### src/rtl/run_controller.sv
// Run/reset sequencer for the processor core: holds the core in reset after start,
// then grants clock-enabled cycles in free-run, bounded or single-step mode.
module run_controller #(
    parameter int CNT_W      = 32,
    parameter int RST_CYCLES = 2,
    parameter int MAX_CYCLES = 59
) (
    input  logic             clk,
    input  logic             rst,
    input  logic             start,
    input  logic [1:0]       mode,
    input  logic [CNT_W-1:0] limit,
    input  logic             step,
    input  logic             halt,
    input  logic             abort,
    output logic             core_rst,
    output logic             core_en,
    output logic [CNT_W-1:0] cycle_cnt,
    output logic             busy,
    output logic             done,
    output logic [1:0]       done_cause
);

    localparam int HOLD_W = $clog2(RST_CYCLES + 1);
    localparam logic [HOLD_W-1:0] HOLD_LOAD = HOLD_W'(RST_CYCLES);
    localparam logic [HOLD_W-1:0] HOLD_ONE  = HOLD_W'(1);
    localparam logic [CNT_W-1:0]  CNT_SAT   = {CNT_W{1'b1}};
    localparam logic [CNT_W-1:0]  CNT_ONE   = CNT_W'(1);
    localparam logic [CNT_W-1:0]  LIMIT_DEF = CNT_W'(MAX_CYCLES);

    localparam logic [1:0] MODE_FREE    = 2'b00;
    localparam logic [1:0] MODE_BOUNDED = 2'b01;
    localparam logic [1:0] MODE_STEP    = 2'b10;
    localparam logic [1:0] MODE_ALIAS   = 2'b11;

    localparam logic [1:0] CAUSE_NONE  = 2'b00;
    localparam logic [1:0] CAUSE_LIMIT = 2'b01;
    localparam logic [1:0] CAUSE_HALT  = 2'b10;
    localparam logic [1:0] CAUSE_ABORT = 2'b11;

    typedef enum logic [2:0] {
        S_IDLE       = 3'd0,
        S_RESET_HOLD = 3'd1,
        S_RUN        = 3'd2,
        S_STEP_WAIT  = 3'd3,
        S_DONE       = 3'd4
    } state_t;

    state_t             state_r, state_s;
    logic [1:0]         mode_r, mode_s;
    logic [CNT_W-1:0]   limit_r, limit_s;
    logic [HOLD_W-1:0]  hold_r, hold_s;
    logic [CNT_W-1:0]   cnt_r, cnt_s;
    logic               step_q_r;
    logic               core_rst_r, core_rst_s;
    logic               core_en_r, core_en_s;
    logic               busy_r, busy_s;
    logic               done_r, done_s;
    logic [1:0]         cause_r, cause_s;
    logic [1:0]         stop_cause_s;
    logic               step_rise_s;
    logic [CNT_W-1:0]   cnt_adv_s;

    function automatic logic [CNT_W-1:0] sat_inc(input logic [CNT_W-1:0] v);
        logic [CNT_W-1:0] r;
        if (v == CNT_SAT) begin
            r = v;
        end else begin
            r = v + CNT_ONE;
        end
        return r;
    endfunction

    assign step_rise_s = step & ~step_q_r;
    // The edge that ends an enabled cycle always counts it, even if it also stops the run.
    assign cnt_adv_s   = core_en_r ? sat_inc(cnt_r) : cnt_r;

    // Stop arbitration: abort > halt > limit, each only in the states that honour it.
    always_comb begin
        stop_cause_s = CAUSE_NONE;
        case (state_r)
            S_RESET_HOLD: begin
                if (abort) begin
                    stop_cause_s = CAUSE_ABORT;
                end else begin
                    stop_cause_s = CAUSE_NONE;
                end
            end
            S_RUN: begin
                if (abort) begin
                    stop_cause_s = CAUSE_ABORT;
                end else if (halt) begin
                    stop_cause_s = CAUSE_HALT;
                end else if ((mode_r == MODE_BOUNDED) && (cnt_adv_s == limit_r)) begin
                    stop_cause_s = CAUSE_LIMIT;
                end else begin
                    stop_cause_s = CAUSE_NONE;
                end
            end
            S_STEP_WAIT: begin
                if (abort) begin
                    stop_cause_s = CAUSE_ABORT;
                end else if (halt) begin
                    stop_cause_s = CAUSE_HALT;
                end else begin
                    stop_cause_s = CAUSE_NONE;
                end
            end
            default: stop_cause_s = CAUSE_NONE;
        endcase
    end

    // Next-state and next-output logic.
    always_comb begin
        state_s    = state_r;
        mode_s     = mode_r;
        limit_s    = limit_r;
        hold_s     = hold_r;
        cnt_s      = cnt_r;
        core_rst_s = core_rst_r;
        core_en_s  = 1'b0;
        cause_s    = cause_r;
        case (state_r)
            S_IDLE, S_DONE: begin
                if (start) begin
                    state_s    = S_RESET_HOLD;
                    mode_s     = (mode == MODE_ALIAS) ? MODE_FREE : mode;
                    limit_s    = (limit == '0) ? LIMIT_DEF : limit;
                    hold_s     = HOLD_LOAD;
                    cnt_s      = '0;
                    cause_s    = CAUSE_NONE;
                    core_rst_s = 1'b1;
                end else begin
                    core_rst_s = (state_r == S_IDLE);
                end
            end
            S_RESET_HOLD: begin
                hold_s = hold_r - HOLD_ONE;
                if (stop_cause_s != CAUSE_NONE) begin
                    state_s    = S_DONE;
                    cause_s    = stop_cause_s;
                    core_rst_s = 1'b0;
                end else if (hold_r == HOLD_ONE) begin
                    core_rst_s = 1'b0;
                    if (mode_r == MODE_STEP) begin
                        state_s = S_STEP_WAIT;
                    end else begin
                        state_s   = S_RUN;
                        core_en_s = 1'b1;
                    end
                end else begin
                    core_rst_s = 1'b1;
                end
            end
            S_RUN, S_STEP_WAIT: begin
                cnt_s = cnt_adv_s;
                if (stop_cause_s != CAUSE_NONE) begin
                    state_s    = S_DONE;
                    cause_s    = stop_cause_s;
                    core_rst_s = 1'b0;
                end else if (state_r == S_RUN) begin
                    core_en_s = 1'b1;
                end else begin
                    core_en_s = step_rise_s;
                end
            end
            default: begin
                state_s    = S_IDLE;
                cnt_s      = '0;
                cause_s    = CAUSE_NONE;
                core_rst_s = 1'b1;
            end
        endcase
        busy_s = (state_s == S_RESET_HOLD) || (state_s == S_RUN) || (state_s == S_STEP_WAIT);
        done_s = (state_s == S_DONE);
    end

    // State and registered outputs.
    always_ff @(posedge clk or posedge rst) begin
        if (rst) begin
            state_r    <= S_IDLE;
            mode_r     <= MODE_FREE;
            limit_r    <= '0;
            hold_r     <= '0;
            cnt_r      <= '0;
            step_q_r   <= 1'b0;
            core_rst_r <= 1'b1;
            core_en_r  <= 1'b0;
            busy_r     <= 1'b0;
            done_r     <= 1'b0;
            cause_r    <= CAUSE_NONE;
        end else begin
            state_r    <= state_s;
            mode_r     <= mode_s;
            limit_r    <= limit_s;
            hold_r     <= hold_s;
            cnt_r      <= cnt_s;
            step_q_r   <= step;
            core_rst_r <= core_rst_s;
            core_en_r  <= core_en_s;
            busy_r     <= busy_s;
            done_r     <= done_s;
            cause_r    <= cause_s;
        end
    end

    assign core_rst   = core_rst_r;
    assign core_en    = core_en_r;
    assign cycle_cnt  = cnt_r;
    assign busy       = busy_r;
    assign done       = done_r;
    assign done_cause = cause_r;

endmodule

### config.mk
export PLATFORM = sky130hd
export DESIGN_NAME = run_controller
export DESIGN_NICKNAME = d
export VERILOG_FILES = /design/src/rtl/run_controller.sv
export SDC_FILE = /design/constraint.sdc
export NUM_CORES = 1
export LEC_CHECK = 0
export ABC_AREA = 1
export CAP_MARGIN = 20
export CORE_MARGIN = 2
export CORE_UTILIZATION = 40
export DETAILED_ROUTE_END_ITERATION = 7
export PLACE_DENSITY_LB_ADDON = 0.05
export SLEW_MARGIN = 15
export SYNTH_ARGS = -nofsm -noshare
export SYNTH_HDL_FRONTEND = slang
export SYNTH_SLANG_ARGS = --single-unit
### constraint.sdc
create_clock -name clk -period 6.1 [get_ports clk]
set_input_delay 1.525 -clock clk [delete_from_list [all_inputs] [get_ports clk]]
set_output_delay 1.525 -clock clk [all_outputs]
set_load 0.005 [all_outputs]
Yosys cells after proc, flatten, opt, wreduce, memory -nomap -nowiden
Index checks and enable logic that the tools add are counted.
{ "totals": {"reg_bits": 78, "inputBits": 40, "out_inout_bits": 38, "wordCells": 82} }
{ "classes": {"addsub": 2, "n_eq_ne": 17, "n_mux": 35, "n_bitwise": 3, "n_reduce_logical": 14} }
{ "op_table": {"columns": ["operator", "n"], "rows": [
  ["two-way mux 32 bit", 4],
  ["one-hot mux 32 bit (3 select lines)", 1],
  ["adder 32 x 1 -> 32 bit (second input constant)", 1],
  ["equality test 32 bit", 1],
  ["equality test 32 bit (second input constant)", 1],
  ["logical NOT 32 bit", 1],
  ["two-way mux 2 bit", 9],
  ["equality test 3 x 2 -> 1 bit (second input constant)", 4],
  ["two-way mux 3 bit", 4],
  ["two-way mux 1 bit", 11],
  ["one-hot mux 3 bit (3 select lines)", 1],
  ["one-hot mux 2 bit (2 select lines)", 2],
  ["AND reduction 2 bit", 4],
  ["equality test 3 x 1 -> 1 bit (second input constant)", 2],
  ["equality test 3 bit (second input constant)", 2],
  ["one-hot mux 2 bit (3 select lines)", 1],
  ["equality test 2 x 1 -> 1 bit (second input constant)", 2],
  ["equality test 2 bit (second input constant)", 2],
  ["inequality test 2 bit (second input constant)", 2],
  ["nonzero test 2 bit", 2],
  ["OR reduction 2 bit", 2],
  ["logical NOT 3 bit", 1],
  ["one-hot mux 1 bit (3 select lines)", 1],
  ["OR reduction 3 bit", 1],
  ["7 further kinds", 9]
]} }

Depth between registers and ports, before layout
Gate-level depths: netlist of run 1.
{ "depth": {"depth_word": 15, "mapped_depth": 22, "ltp_nobuf": 21} }

Least setup slack after synthesis of run 1
No wires, ideal clock.
{ "synth_path": {"kind": "in2reg", "startpoint": "input limit[28]", "endpoint": "register limit_r[3]", "arrival_time_ns": 2.742, "t_required_ns": 6.017, "path_slack_ns": 3.275, "stages": 6, "cell_sequence": "or4_1 nor3_1 nand2_1 nor4_1 o21ai_0 o21ai_0"} }
{ "synth_via": {"elab_chain_cells": 2} }
{ "synth_rtl": {"columns": ["element", "line", "source"], "rows": [
  ["start, declared", "12", "input logic [CNT_W-1:0] limit,"],
  ["logical NOT 32 bit", "128", "limit_s = (limit == '0) ? LIMIT_DEF : limit;"],
  ["two-way mux 32 bit", "128", null],
  ["end signal, assigned", "195", "limit_r <= limit_s;"],
  ["end, declared", "51", "logic [CNT_W-1:0] limit_r, limit_s;"]
]} }
Every way passes these cells.
A chain may end at the register's enable or synchronous reset.

Worst setup path after layout of run 1
{ "layout_path": {"startpoint": "register cnt_r[0], in the netlist cycle_cnt[0]", "endpoint": "register busy_r, in the netlist busy"} }
{ "layout_via": {"elab_chain_cells": 15, "elab_cells_between_ends": 19} }
{ "layout_rtl": {"columns": ["element", "line", "source"], "rows": [
  ["start, declared", "53", "logic [CNT_W-1:0] cnt_r, cnt_s;"],
  ["start signal, assigned", "197", "cnt_r <= cnt_s;"],
  ["adder 32 x 1 -> 32 bit / equality test 32 bit (equally long branches)", "69, 66", null],
  ["two-way mux 32 bit", "66", "if (v == CNT_SAT) begin"],
  ["two-way mux 32 bit *", "76", "assign cnt_adv_s = core_en_r ? sat_inc(cnt_r) : cnt_r;"],
  ["equality test 32 bit *", "94", "end else if ((mode_r == MODE_BOUNDED) && (cnt_adv_s == limit_r)) begin"],
  ["logical AND 1 bit *", "94", null],
  ["two-way mux 1 bit *", "94", null],
  ["two-way mux 2 bit *", "92", "end else if (halt) begin"],
  ["two-way mux 2 bit *", "90", "if (abort) begin"],
  ["one-hot mux 2 bit (3 select lines) *", "81", "case (state_r)"],
  ["nonzero test 2 bit *", "139, 157", null],
  ["two-way mux 3 bit (on tied branches)", "157, 139", null],
  ["one-hot mux 3 bit (3 select lines) *", "123", "case (state_r)"],
  ["equality test 3 x 1 -> 1 bit / equality test 3 x 2 -> 1 bit (equally long branches)", "174", "busy_s = (state_s == S_RESET_HOLD) || (state_s == S_RUN) || (state_s == S_STEP_WAIT);"],
  ["logical OR 1 bit", "174", null],
  ["logical OR 1 bit *", "174", null],
  ["named net busy_s", "57", "logic busy_r, busy_s;"],
  ["end signal, assigned", "201", "busy_r <= busy_s;"],
  ["end, declared", "57", null]
]} }
The timed path passes the listed nets; every way through them passes the cells marked *.

==> metrics.md, run 1 <==
| Metric | Value |
|---|---|
| First-pass GRT wire length | `25,600 um` |
| Worst Max-Slew Pin Slew | `0.925 ns` |
| Hpwl dp | `~12,000 um` |
| Vias post-DR | `5,258` |
| CTS Hold Buffers Added | `0` |
| DRT Wirelength | `16,200 um` |
| Critical Path End Type | `flop` |
| Outcome | `finished clean` |
| Layout net count | `864` |
| Port bufs | `between 70 and 80` |
| Vias per std cell | `5.28` |
| Max Cap Viol | `0` |
| Setup TNS | `0 ns` |
| Inst Count DP | `978` |
| Initial Util | `0.413` |
| CTS Buf Count | `9` |
| VDD IR-drop max | `about 240 uV` |
| Row Count | `40` |
| Syn Area/Cell | `6.69 um2` |
| Gpl congestion | `just over 0.9` |
| Non-Filler Instances | `between 900 and 1,000` |
| Syn. warnings | `0` |
| Hold Fails Final Rpt | `0` |
| CP most frequent cell | `nand2_1` |
| Most used DFF post-synth | `dfrtp_1` |
| Synth Net Count | `790` |
| Global router's overall resource usage | `0.253` |
| Die Width | `116 um` |
| Area Growth Syn to Fin | `24.6%` |
| Synth async-reset ratio | `1.00` |
| Share of layout cells above drive strength 1 | `0.0580` |
| Setup violations, final | `0` |
| Yosys reg bits | `78` |
| Diode count | `0` |
| CP Launch Type | `flop` |
| Final slew viol count | `0` |
| CTS tree | `done` |
| Die height | `116 um` |
| Final period util | `0.589` |
| Overflow after GRT | `0` |
| CTS root buf | `clkbuf_16` |
| Clk buf depth | `2` |
| Netlist cell types | `35` |
| WL/cell | `around 16 um` |
| Hold/Removal Path Class | `flop to flop` |
| Clock skew | `0.00825 ns` |
| Worst path arrival time | `3.82 ns` |
| CP required | `6.33 ns` |
| Gates resized, CTS repair | `0` |
| Critical path buffers and inverters | `1` |
| Antenna-violating nets left | `0` |
| Number of remaining DRC errors | `0` |
| Vias in the first global route | `between 4,000 and 5,000` |
| Antenna violations before repair | `0` |
| Crit-path max FO | `38` |
| Crit Path Category | `flop to flop` |
| Post-synthesis sequential area ratio | `0.390` |
| Post-CTS Setup Bufs | `0` |
| CTS H-tree depth | `3` |
| PD cells | `342 mW/mm2` |
| Largest net degree at the start of global routing | `55` |
| Total core area | `~0.012 mm2` |
| Synth Cell Area | `0.00500 mm2` |
| Crit path largest cell delay | `0.49 ns` |
| Slowest CP cell | `dfrtp_1` |
| Clk sinks | `78` |
| Delay-heaviest family, CP | `simple AND/OR/NAND/NOR gates` |
| CP cell instances | `ha_1 -> inv_1 -> nor2_2 -> nand2_4 -> nor2_4 -> nand2_2 -> nand3_1 -> nand2_1 -> nand2_1 -> nand2_1 -> nor2_1 -> nand2_1 -> nor2_1 -> nand2_1 -> nor2_2 -> nand2_4 -> nand3_2 -> nand2_2 -> nor2_2 -> nand2_1` |
| DR pass1 iterations | `5` |
| Worst slew margin | `0.381` |
| Syn Inst Count | `roughly 750` |
| Clock transition at path regs | `0.06 ns` |
| Leakage | `about 2.8 nW` |
| I/O Pins | `78` |
| Fmax | `278 MHz` |
| Fin crit period | `3.59 ns` |
| Die area | `between 0.01 and 0.015 mm2` |
| Clock Latency Late Sink | `0.34 ns` |
| RSZ-0062 raised after global routing | `false` |
| DR iter-0 viols | `546` |
| Post-synth EDFFs | `0` |
==> report_power, final <==
part	internal [mW]	total, mW	switching, mW
Clock	0.317	0.550	0.233
Sequential	0.667	0.774	0.107
Combinational	0.277	0.810	0.534
Total	1.26	2.13	0.873
==> worst min-delay path, stage by stage (launching register included) <==
cell	delay (ns)
dfrtp_1	0.36
nand2_1	0.06
nand2_1	0.05
==> Yosys cell counts (6+ instances only) <==
library cell,n,area share
clkbuf_1,11,0.0083
dfrtp_1,77,0.39
inv_1,103,0.077
nand2_1,253,0.19
nand3_1,79,0.079
nand3_2,7,0.014
nand3b_1,7,0.011
nand4_1,18,0.023
nor2_1,68,0.051
nor3_1,7,0.0070
nor4_1,6,0.0075
o21ai_0,46,0.046
o22ai_1,23,0.029
==> path summary, 6_finish.rpt <==
check	slack (ns)	from	depth (start not counted)	endpoint
setup / recovery	2.51	cycle_cnt[0]$_DFFE_PP0P_	20	busy$_DFF_PP0_
hold / removal	0.49	done_cause[1]$_DFFE_PP0P_	2	done_cause[1]$_DFFE_PP0P_
setup reg to reg	2.51	cycle_cnt[0]$_DFFE_PP0P_	20	busy$_DFF_PP0_
hold reg to reg	0.49	done_cause[1]$_DFFE_PP0P_	2	done_cause[1]$_DFFE_PP0P_
max in group asynchronous	3.46	rst	4	core_rst$_DFFE_PP1P_
min in group asynchronous	1.57	rst	2	limit_r[5]$_DFFE_PP0P_
==> through the flow <==
| step | instance area [um2] | utilization | power (mW) | hold WS, ns | setup WS, ns |
|---|---|---|---|---|---|
| floorplan | 5000 | - | 1.28 | 0.455 | 2.58 |
| detailed placement | 5920 | 0.488 | 1.59 | 0.471 | 2.33 |
| global placement | 5920 | 0.488 | 1.57 | 0.461 | 2.36 |
| global route | 6230 | 0.515 | 2.29 | 0.517 | 2.23 |
| finish | 6230 | 0.515 | 2.13 | 0.492 | 2.51 |
| CTS | 6210 | 0.513 | 2.13 | 0.493 | 2.57 |
==> sequential cells by signal (all words and copies together), names as in the netlist <==
name / flops
hold_r: 2
state_r: 3
done_cause: 2
core_en: 1
done: 1
step_q_r: 1
mode_r: 2
cycle_cnt: 32
limit_r: 32
busy: 1
core_rst: 1
==> logic make-up (layout without fill, tap and decap cells) <==
logic type / count (synthesis) / after routing / synth area share
AND/OR/NAND/NOR: 463 / 463 / 0.412
buffers and inverters: 124 / 203 / 0.0988
flip-flops: 78 / 78 / 0.390
AO/OA/AOI/OAI: 75 / 75 / 0.0833
XOR/XNOR: 6 / 6 / 0.0105
adder cells (fa/ha/maj): 2 / 2 / 0.00500
==> routing by layer <==
layer	share of wire	GRT usage	wire length [um]	up-vias
met5	0	0	0	-
met4	0.025	0.0992	409	0
met1	0.48	0.376	7720	2467
met3	0.064	0.0303	1040	24
met2	0.43	0.378	7040	204
li1	-	-	-	2563
==> placed cells by master (no fill, tap or decap), types with 9 or more instances in the layout <==
cell / instances
clkbuf_16: 9
clkdlybuf4s50_1: 77
dfrtp_1: 77
inv_1: 101
nand2_1: 253
nand3_1: 79
nand4_1: 18
nor2_1: 67
o21ai_0: 46
o22ai_1: 23
==> cell type report <==
class | instances | area (um2)
Clock buffer | 10 | 229
Clock inverter | 6 | 62.6
Fill cell | 1270 | 5880
Sequential cell | 78 | 1950
Multi-Input combinational cell | 546 | 2560
Timing Repair Buffer | 82 | 828
Tap cell | 168 | 210
Inverter | 105 | 394
No activity file was read; power rests on OpenSTA's default activity.
==> inputs of run 2 (changes only) <==
clock period = 3.58 ns   (was 6.1 ns; I/O delays follow)
==> metrics.md, run 2 (synthesis results as in run 1) <==
| Metric | Value |
|---|---|
| Setup violations, final | `0 (unchanged)` |
| CP Launch Type | `flop (unchanged)` |
| Row Count | `40 (unchanged)` |
| Placement Setup Slack | `0.402 ns (was 2.33 ns)` |
| Setup slack, reg-to-reg | `0.50 ns (was 2.51 ns)` |
| Most frequent cells in the layout | `nand2_1, inv_1, nand3_1, dfrtp_1, clkdlybuf4s50_1 (unchanged)` |
| DR pass1 iterations | `6 (was 5)` |
| Vias post-DR | `5,191 (was 5,258)` |
| Initial Util | `0.413 (unchanged)` |
| Post-CTS Setup Bufs | `0 (unchanged)` |
| Largest net degree at the start of global routing | `79 (was 55)` |
| I/O Pins | `78 (unchanged)` |
| DRT Wirelength | `17,000 um (was 16,200 um)` |
| Clock skew | `0.00394 ns (was 0.00825 ns)` |
| RSZ-0062 raised after global routing | `false (unchanged)` |
| Vias per std cell | `5.15 (was 5.28)` |
| Leakage | `2.89 nW (was 2.82 nW)` |
| Crit path from | `core_en$_DFF_PP0_ (was cycle_cnt[0]$_DFFE_PP0P_)` |
| Setup TNS | `0 ns (unchanged)` |
| Sw Ratio | `0.411 (was 0.409)` |
| Final period util | `0.861 (was 0.589)` |
| Clk buf depth | `2 (unchanged)` |
| Max Cap Viol | `0 (unchanged)` |
| Antenna violations before repair | `0 (unchanged)` |
| Hold/Removal Path Class | `flop to flop (unchanged)` |
| Hold Fails Final Rpt | `0 (unchanged)` |
| Fin crit period | `3.08 ns (was 3.59 ns)` |
| Global router's overall resource usage | `0.264 (was 0.253)` |
| Antenna-violating nets left | `0 (unchanged)` |
| First-pass GRT wire length | `26,300 um (was 25,600 um)` |
| Part of the power in the clock network | `0.248 (was 0.258)` |
| Crit Path Category | `flop to flop (unchanged)` |
| Layout net count | `876 (was 864)` |
| CTS tree | `done (unchanged)` |
| Pwr Total | `3.64 mW (was 2.13 mW)` |
| Gpl congestion | `0.929 (was 0.915)` |
| Vias in the first global route | `4,846 (was 4,802)` |
| Clk sinks | `78 (unchanged)` |
| Critical Path End Type | `flop (unchanged)` |
| Diode count | `0 (unchanged)` |
| Setup crit end | `busy$_DFF_PP0_ (unchanged)` |
| CTS H-tree depth | `3 (unchanged)` |
| Port bufs | `77 (unchanged)` |
| CP required | `3.81 ns (was 6.33 ns)` |
| Flop pwr share | `0.367 (was 0.363)` |
| Clock transition at path regs | `0.06 ns (about the same)` |
| WL/cell | `16.9 um (was 16.3 um)` |
| Final slew viol count | `0 (unchanged)` |
| DR iter-0 viols | `353 (was 546)` |
| Fmax | `324 MHz (was 278 MHz)` |
| Outcome | `finished clean (unchanged)` |
| RR Startpoint | `core_en$_DFF_PP0_ (was cycle_cnt[0]$_DFFE_PP0P_)` |
| Setup ws final | `0.498 ns (was 2.51 ns)` |
| Area Growth Syn to Fin | `26.3% (was 24.6%)` |
| Total core area | `0.0121 mm2 (unchanged)` |
| Crit-path max FO | `10 (was 38)` |
| Die Width | `116 um (unchanged)` |
| Commonest non-fill, non-tap cell in the layout | `nand2_1 (unchanged)` |
| CTS Buf Count | `9 (unchanged)` |
| Die area | `0.0134 mm2 (unchanged)` |
| Clock Latency Late Sink | `0.34 ns (about the same)` |
| Hpwl dp | `12,900 um (was 12,200 um)` |
| Worst Max-Slew Pin Slew | `0.640 ns (was 0.925 ns)` |
| Share of layout cells above drive strength 1 | `0.0703 (was 0.0580)` |
| Combinational power share | `0.385 (was 0.380)` |
| P_int | `2.15 mW (was 1.26 mW)` |
| RR Endpoint | `busy$_DFF_PP0_ (unchanged)` |
| CTS root buf | `clkbuf_16 (unchanged)` |
| Sw Pwr | `1.50 mW (was 0.873 mW)` |
| Hold WS | `0.484 ns (was 0.492 ns)` |
| PD cells | `576 mW/mm2 (was 342 mW/mm2)` |
| Worst path arrival time | `3.31 ns (was 3.82 ns)` |
| Gates resized, CTS repair | `0 (unchanged)` |
| Worst slew margin | `0.572 (was 0.381)` |
| Overflow after GRT | `0 (unchanged)` |
| Worst-case reg-to-reg path depth | `17 (was 20)` |
| VDD IR-drop max | `439 uV (was 241 uV)` |
| Die height | `116 um (unchanged)` |
| CTS Hold Buffers Added | `0 (unchanged)` |
| Number of remaining DRC errors | `0 (unchanged)` |
run 2: changes by cell type in the layout (fill, tap and decap cells not counted), sizes merged:
cell,previous run,this run
buf,5,17
bufinv,1,0
clkbuf,10,13
clkinvlp,0,1
clkinv,6,3
run 2: metal layers:
| layer | routed length, um | vias up | part of all wire | GRT usage |
|---|---|---|---|---|
| met1 | 8450 | 2411 | 0.50 | 0.402 |
| met2 | 7200 | 164 | 0.42 | 0.384 |
| met3 | 948 | 24 | 0.056 | 0.0335 |
| met4 | 417 | 0 | 0.025 | 0.0976 |
| met5 | 0 | - | 0 | 0 |
| li1 | - | 2592 | - | - |
run 2: worst min path at each step:
stage	cells past startpoint	from	endpoint
after global placement	2	done_cause[1]$_DFFE_PP0P_	done_cause[1]$_DFFE_PP0P_
after CTS	2	done_cause[1]$_DFFE_PP0P_	done_cause[1]$_DFFE_PP0P_
after detailed placement	2	done_cause[1]$_DFFE_PP0P_	done_cause[1]$_DFFE_PP0P_
after floorplan	2	limit_r[13]$_DFFE_PP0P_	limit_r[13]$_DFFE_PP0P_
after global routing	2	done_cause[0]$_DFFE_PP0P_	done_cause[0]$_DFFE_PP0P_
final	2	done_cause[1]$_DFFE_PP0P_	done_cause[1]$_DFFE_PP0P_
run 2: stage by stage:
| stage | area [um2] | cells | utilization |
|---|---|---|---|
| final | 6320 | 1007 | 0.522 |
| after global routing | 6320 | 1007 | 0.522 |
| after CTS | 6310 | 1007 | 0.521 |
| after detailed placement | 6030 | 991 | 0.498 |
| after global placement | 6030 | 991 | 0.498 |
| after floorplan | 5000 | 748 | - |
run 2: critical path, cell delays in order, from the launching register on:
cell and delay (ns):
dfrtp_1 0.61, inv_2 0.21, nor2_1 0.22, nand2_1 0.10, nor2_1 0.49, nand3_1 0.19
nand3_1 0.12, nand2_1 0.05, nor2_1 0.12, nand2_1 0.08, nor2_1 0.08, nand2_1 0.09
nor2_2 0.16, nand2_4 0.12, nand3_2 0.08, nand2_2 0.05, nor2_2 0.12, nand2_1 0.06
run 2: final cells by class:
class,instances,area (um2)
well taps,168,210
fillers,1253,5790
clock inverters,3,17.5
clock buffers,13,270
flip-flops and latches,78,1950
inverters,105,394
repair buffers,94,911
multi-input cells,546,2560
run 2: power by group through the flow:
stage	sequential [mW]	combinational, mW	clock [mW]
2_1_floorplan	1.27	0.918	0
3_3_place_gp	1.34	1.39	0
3_5_place_dp	1.34	1.39	0
4_1_cts	1.33	1.40	0.913
5_1_grt	1.37	1.59	0.953
6_report	1.34	1.40	0.902
==> inputs of run 3 (changes only) <==
--- a/config.mk
+++ b/config.mk
@@ -13,2 +13,3 @@
 export PLACE_DENSITY_LB_ADDON = 0.05
+export SETUP_SLACK_MARGIN = 0.05
 export SLEW_MARGIN = 15
==> constraint.sdc (replaced) <==
create_clock -name clk -period 3.58 [get_ports clk]
set_input_delay 0.537 -clock clk [delete_from_list [all_inputs] [get_ports clk]]
set_output_delay 0.537 -clock clk [all_outputs]
set_load 0.005 [all_outputs]
==> metrics.md, run 3 (synthesis results as in run 1) <==
| Metric | Value |
|---|---|
| Final period util | `0.867 (was 0.861)` |
| Post-CTS Setup Bufs | `0 (unchanged)` |
| Multi-input gate area | `0.00256 mm2 (about the same)` |
| Antenna violations before repair | `0 (unchanged)` |
| Layout net count | `872 (was 876)` |
| Worst slew margin | `0.546 (was 0.572)` |
| Crit path largest cell delay | `0.58 ns (was 0.61 ns)` |
| Fmax | `322 MHz (was 324 MHz)` |
| Clock skew | `0.00548 ns (was 0.00394 ns)` |
| First-pass GRT wire length | `27,000 um (was 26,300 um)` |
| Post-Route Utilization | `0.518 (was 0.522)` |
| Design area | `0.00627 mm2 (was 0.00632 mm2)` |
| CP required | `3.81 ns (about the same)` |
| DR iter-0 viols | `469 (was 353)` |
| Number of remaining DRC errors | `0 (unchanged)` |
| CTS Buf Count | `9 (unchanged)` |
| Clk sinks | `78 (unchanged)` |
| Overflow after GRT | `0 (unchanged)` |
| PD cells | `578 mW/mm2 (was 576 mW/mm2)` |
| Initial Util | `0.413 (unchanged)` |
| Hold Fails Final Rpt | `0 (unchanged)` |
| Leakage | `2.85 nW (was 2.89 nW)` |
| Worst Max-Slew Pin Slew | `0.680 ns (was 0.640 ns)` |
| Most frequent cells in the layout | `nand2_1, inv_1, nand3_1, dfrtp_1, clkdlybuf4s50_1 (unchanged)` |
| VDD IR-drop max | `484 uV (was 439 uV)` |
| Fillers | `1,237 (was 1,253)` |
| I/O Pins | `78 (unchanged)` |
| Placement Setup Slack | `0.518 ns (was 0.402 ns)` |
| Crit-path max FO | `10 (unchanged)` |
| Setup violations, final | `0 (unchanged)` |
| RSZ-0062 raised after global routing | `false (unchanged)` |
| Clk buf depth | `2 (unchanged)` |
| Clock transition at path regs | `0.06 ns (about the same)` |
| DR pass1 iterations | `5 (was 6)` |
| DRT Wirelength | `17,200 um (was 17,000 um)` |
| CP Launch Type | `flop (unchanged)` |
| Vias per std cell | `5.22 (was 5.15)` |
| CTS H-tree depth | `3 (unchanged)` |
| Crit Path Category | `flop to flop (unchanged)` |
| Critical Path End Type | `flop (unchanged)` |
| Largest net degree at the start of global routing | `54 (was 79)` |
| Gates resized, CTS repair | `0 (unchanged)` |
| Vias post-DR | `5,229 (was 5,191)` |
| Critical path buffers and inverters | `1 (unchanged)` |
| Die height | `116 um (unchanged)` |
| Total core area | `0.0121 mm2 (unchanged)` |
| CTS tree | `done (unchanged)` |
| Antenna-violating nets left | `0 (unchanged)` |
| Setup ws final | `0.477 ns (was 0.498 ns)` |
| Commonest non-fill, non-tap cell in the layout | `nand2_1 (unchanged)` |
| Gpl congestion | `0.924 (was 0.929)` |
| Global router's overall resource usage | `0.270 (was 0.264)` |
| Vias in the first global route | `4,887 (was 4,846)` |
| CP cell instances | `inv_2 -> nor2_1 -> nand2_1 -> nor2_1 -> nand2_1 -> nand2_1 -> nand2_1 -> nand2_1 -> nand2_1 -> nor2_1 -> nand2_1 -> nor2_1 -> nand2_1 -> nor2_2 -> nand2_4 -> nand3_2 -> nand2_2 -> nor2_2 -> nand2_1 (was inv_2 -> nor2_1 -> nand2_1 -> nor2_1 -> nand3_1 -> nand3_1 -> nand2_1 -> nor2_1 -> nand2_1 -> nor2_1 -> nand2_1 -> nor2_2 -> nand2_4 -> nand3_2 -> nand2_2 -> nor2_2 -> nand2_1)` |
| WL/cell | `17.2 um (was 16.9 um)` |
| Row Count | `40 (unchanged)` |
| Outcome | `finished clean (unchanged)` |
| Dpl cell area | `0.00600 mm2 (was 0.00603 mm2)` |
| Hold/Removal Path Class | `flop to flop (unchanged)` |
| Max Cap Viol | `0 (unchanged)` |
| Register area | `0.00195 mm2 (unchanged)` |
| CTS root buf | `clkbuf_16 (unchanged)` |
| Diode count | `0 (unchanged)` |
| Clock Latency Late Sink | `0.34 ns (about the same)` |
| CP most frequent cell | `nand2_1 (unchanged)` |
| Share of layout cells above drive strength 1 | `0.0635 (was 0.0703)` |
| Area Growth Syn to Fin | `25.4% (was 26.3%)` |
| Die Width | `116 um (unchanged)` |
| Worst path arrival time | `3.34 ns (was 3.31 ns)` |
| Final slew viol count | `0 (unchanged)` |
| Slowest CP cell | `dfrtp_1 (unchanged)` |
| Hpwl dp | `13,400 um (was 12,900 um)` |
| CTS Hold Buffers Added | `0 (unchanged)` |
| Port bufs | `77 (unchanged)` |
| Die area | `0.0134 mm2 (unchanged)` |
| Setup TNS | `0 ns (unchanged)` |
| Fin crit period | `3.10 ns (was 3.08 ns)` |
| Delay-heaviest family, CP | `simple AND/OR/NAND/NOR gates (unchanged)` |
-- run 3: cell count changes in the layout (fill, tap and decap cells not counted), sizes merged --
cell / previous run / this run
inv: 104 / 105
buf: 17 / 13
clkinv: 3 / 1
-- run 3: worst paths after layout --
path                                                start                        end  slack [ns]  cells past startpoint
worst max-delay path                    core_en$_DFF_PP0_             busy$_DFF_PP0_        0.48                     19
worst min-delay path            done_cause[0]$_DFFE_PP0P_  done_cause[0]$_DFFE_PP0P_        0.48                      2
worst max register to register          core_en$_DFF_PP0_             busy$_DFF_PP0_        0.48                     19
worst min register to register  done_cause[0]$_DFFE_PP0P_  done_cause[0]$_DFFE_PP0P_        0.48                      2
max in group asynchronous                             rst       core_rst$_DFFE_PP1P_        2.06                      3
min in group asynchronous                             rst   cycle_cnt[3]$_DFFE_PP0P_        0.62                      2
-- run 3: per-layer routing --
layer / routed length (um) / track usage / vias up
met5: 0 / 0 / -
met1: 7960 / 0.402 / 2426
li1: - / - / 2580
met2: 7460 / 0.396 / 193
met4: 424 / 0.101 / 0
met3: 1400 / 0.0424 / 30
-- run 3: worst min-delay path, stage by stage, from the launching register on --
cell	delay [ns]
dfrtp_1	0.34
nand2_1	0.05
nand2_1	0.05
-- run 3: cell type report --
type | count | area share
flip-flops and latches | 78 | 0.311
clock buffers | 13 | 0.0415
repair buffers | 90 | 0.140
well taps | 168 | 0.0335
inverters | 105 | 0.0628
multi-input cells | 546 | 0.408
clock inverters | 2 | 0.00259
-- run 3: report_power, final --
part           leakage [nW]  internal (mW)  switching (mW)
combinational          1.70          0.484           0.932
sequential             1.02           1.14           0.196
clock                 0.132          0.507           0.369
-- run 3: metrics by stage --
stage	instances	total power, mW	hold slack, ns
3_3_place_gp	987	2.75	0.466
5_1_grt	1002	3.88	0.513
6_report	1002	3.62	0.478
2_1_floorplan	748	2.18	0.455
3_5_place_dp	987	2.76	0.471
4_1_cts	1002	3.65	0.485
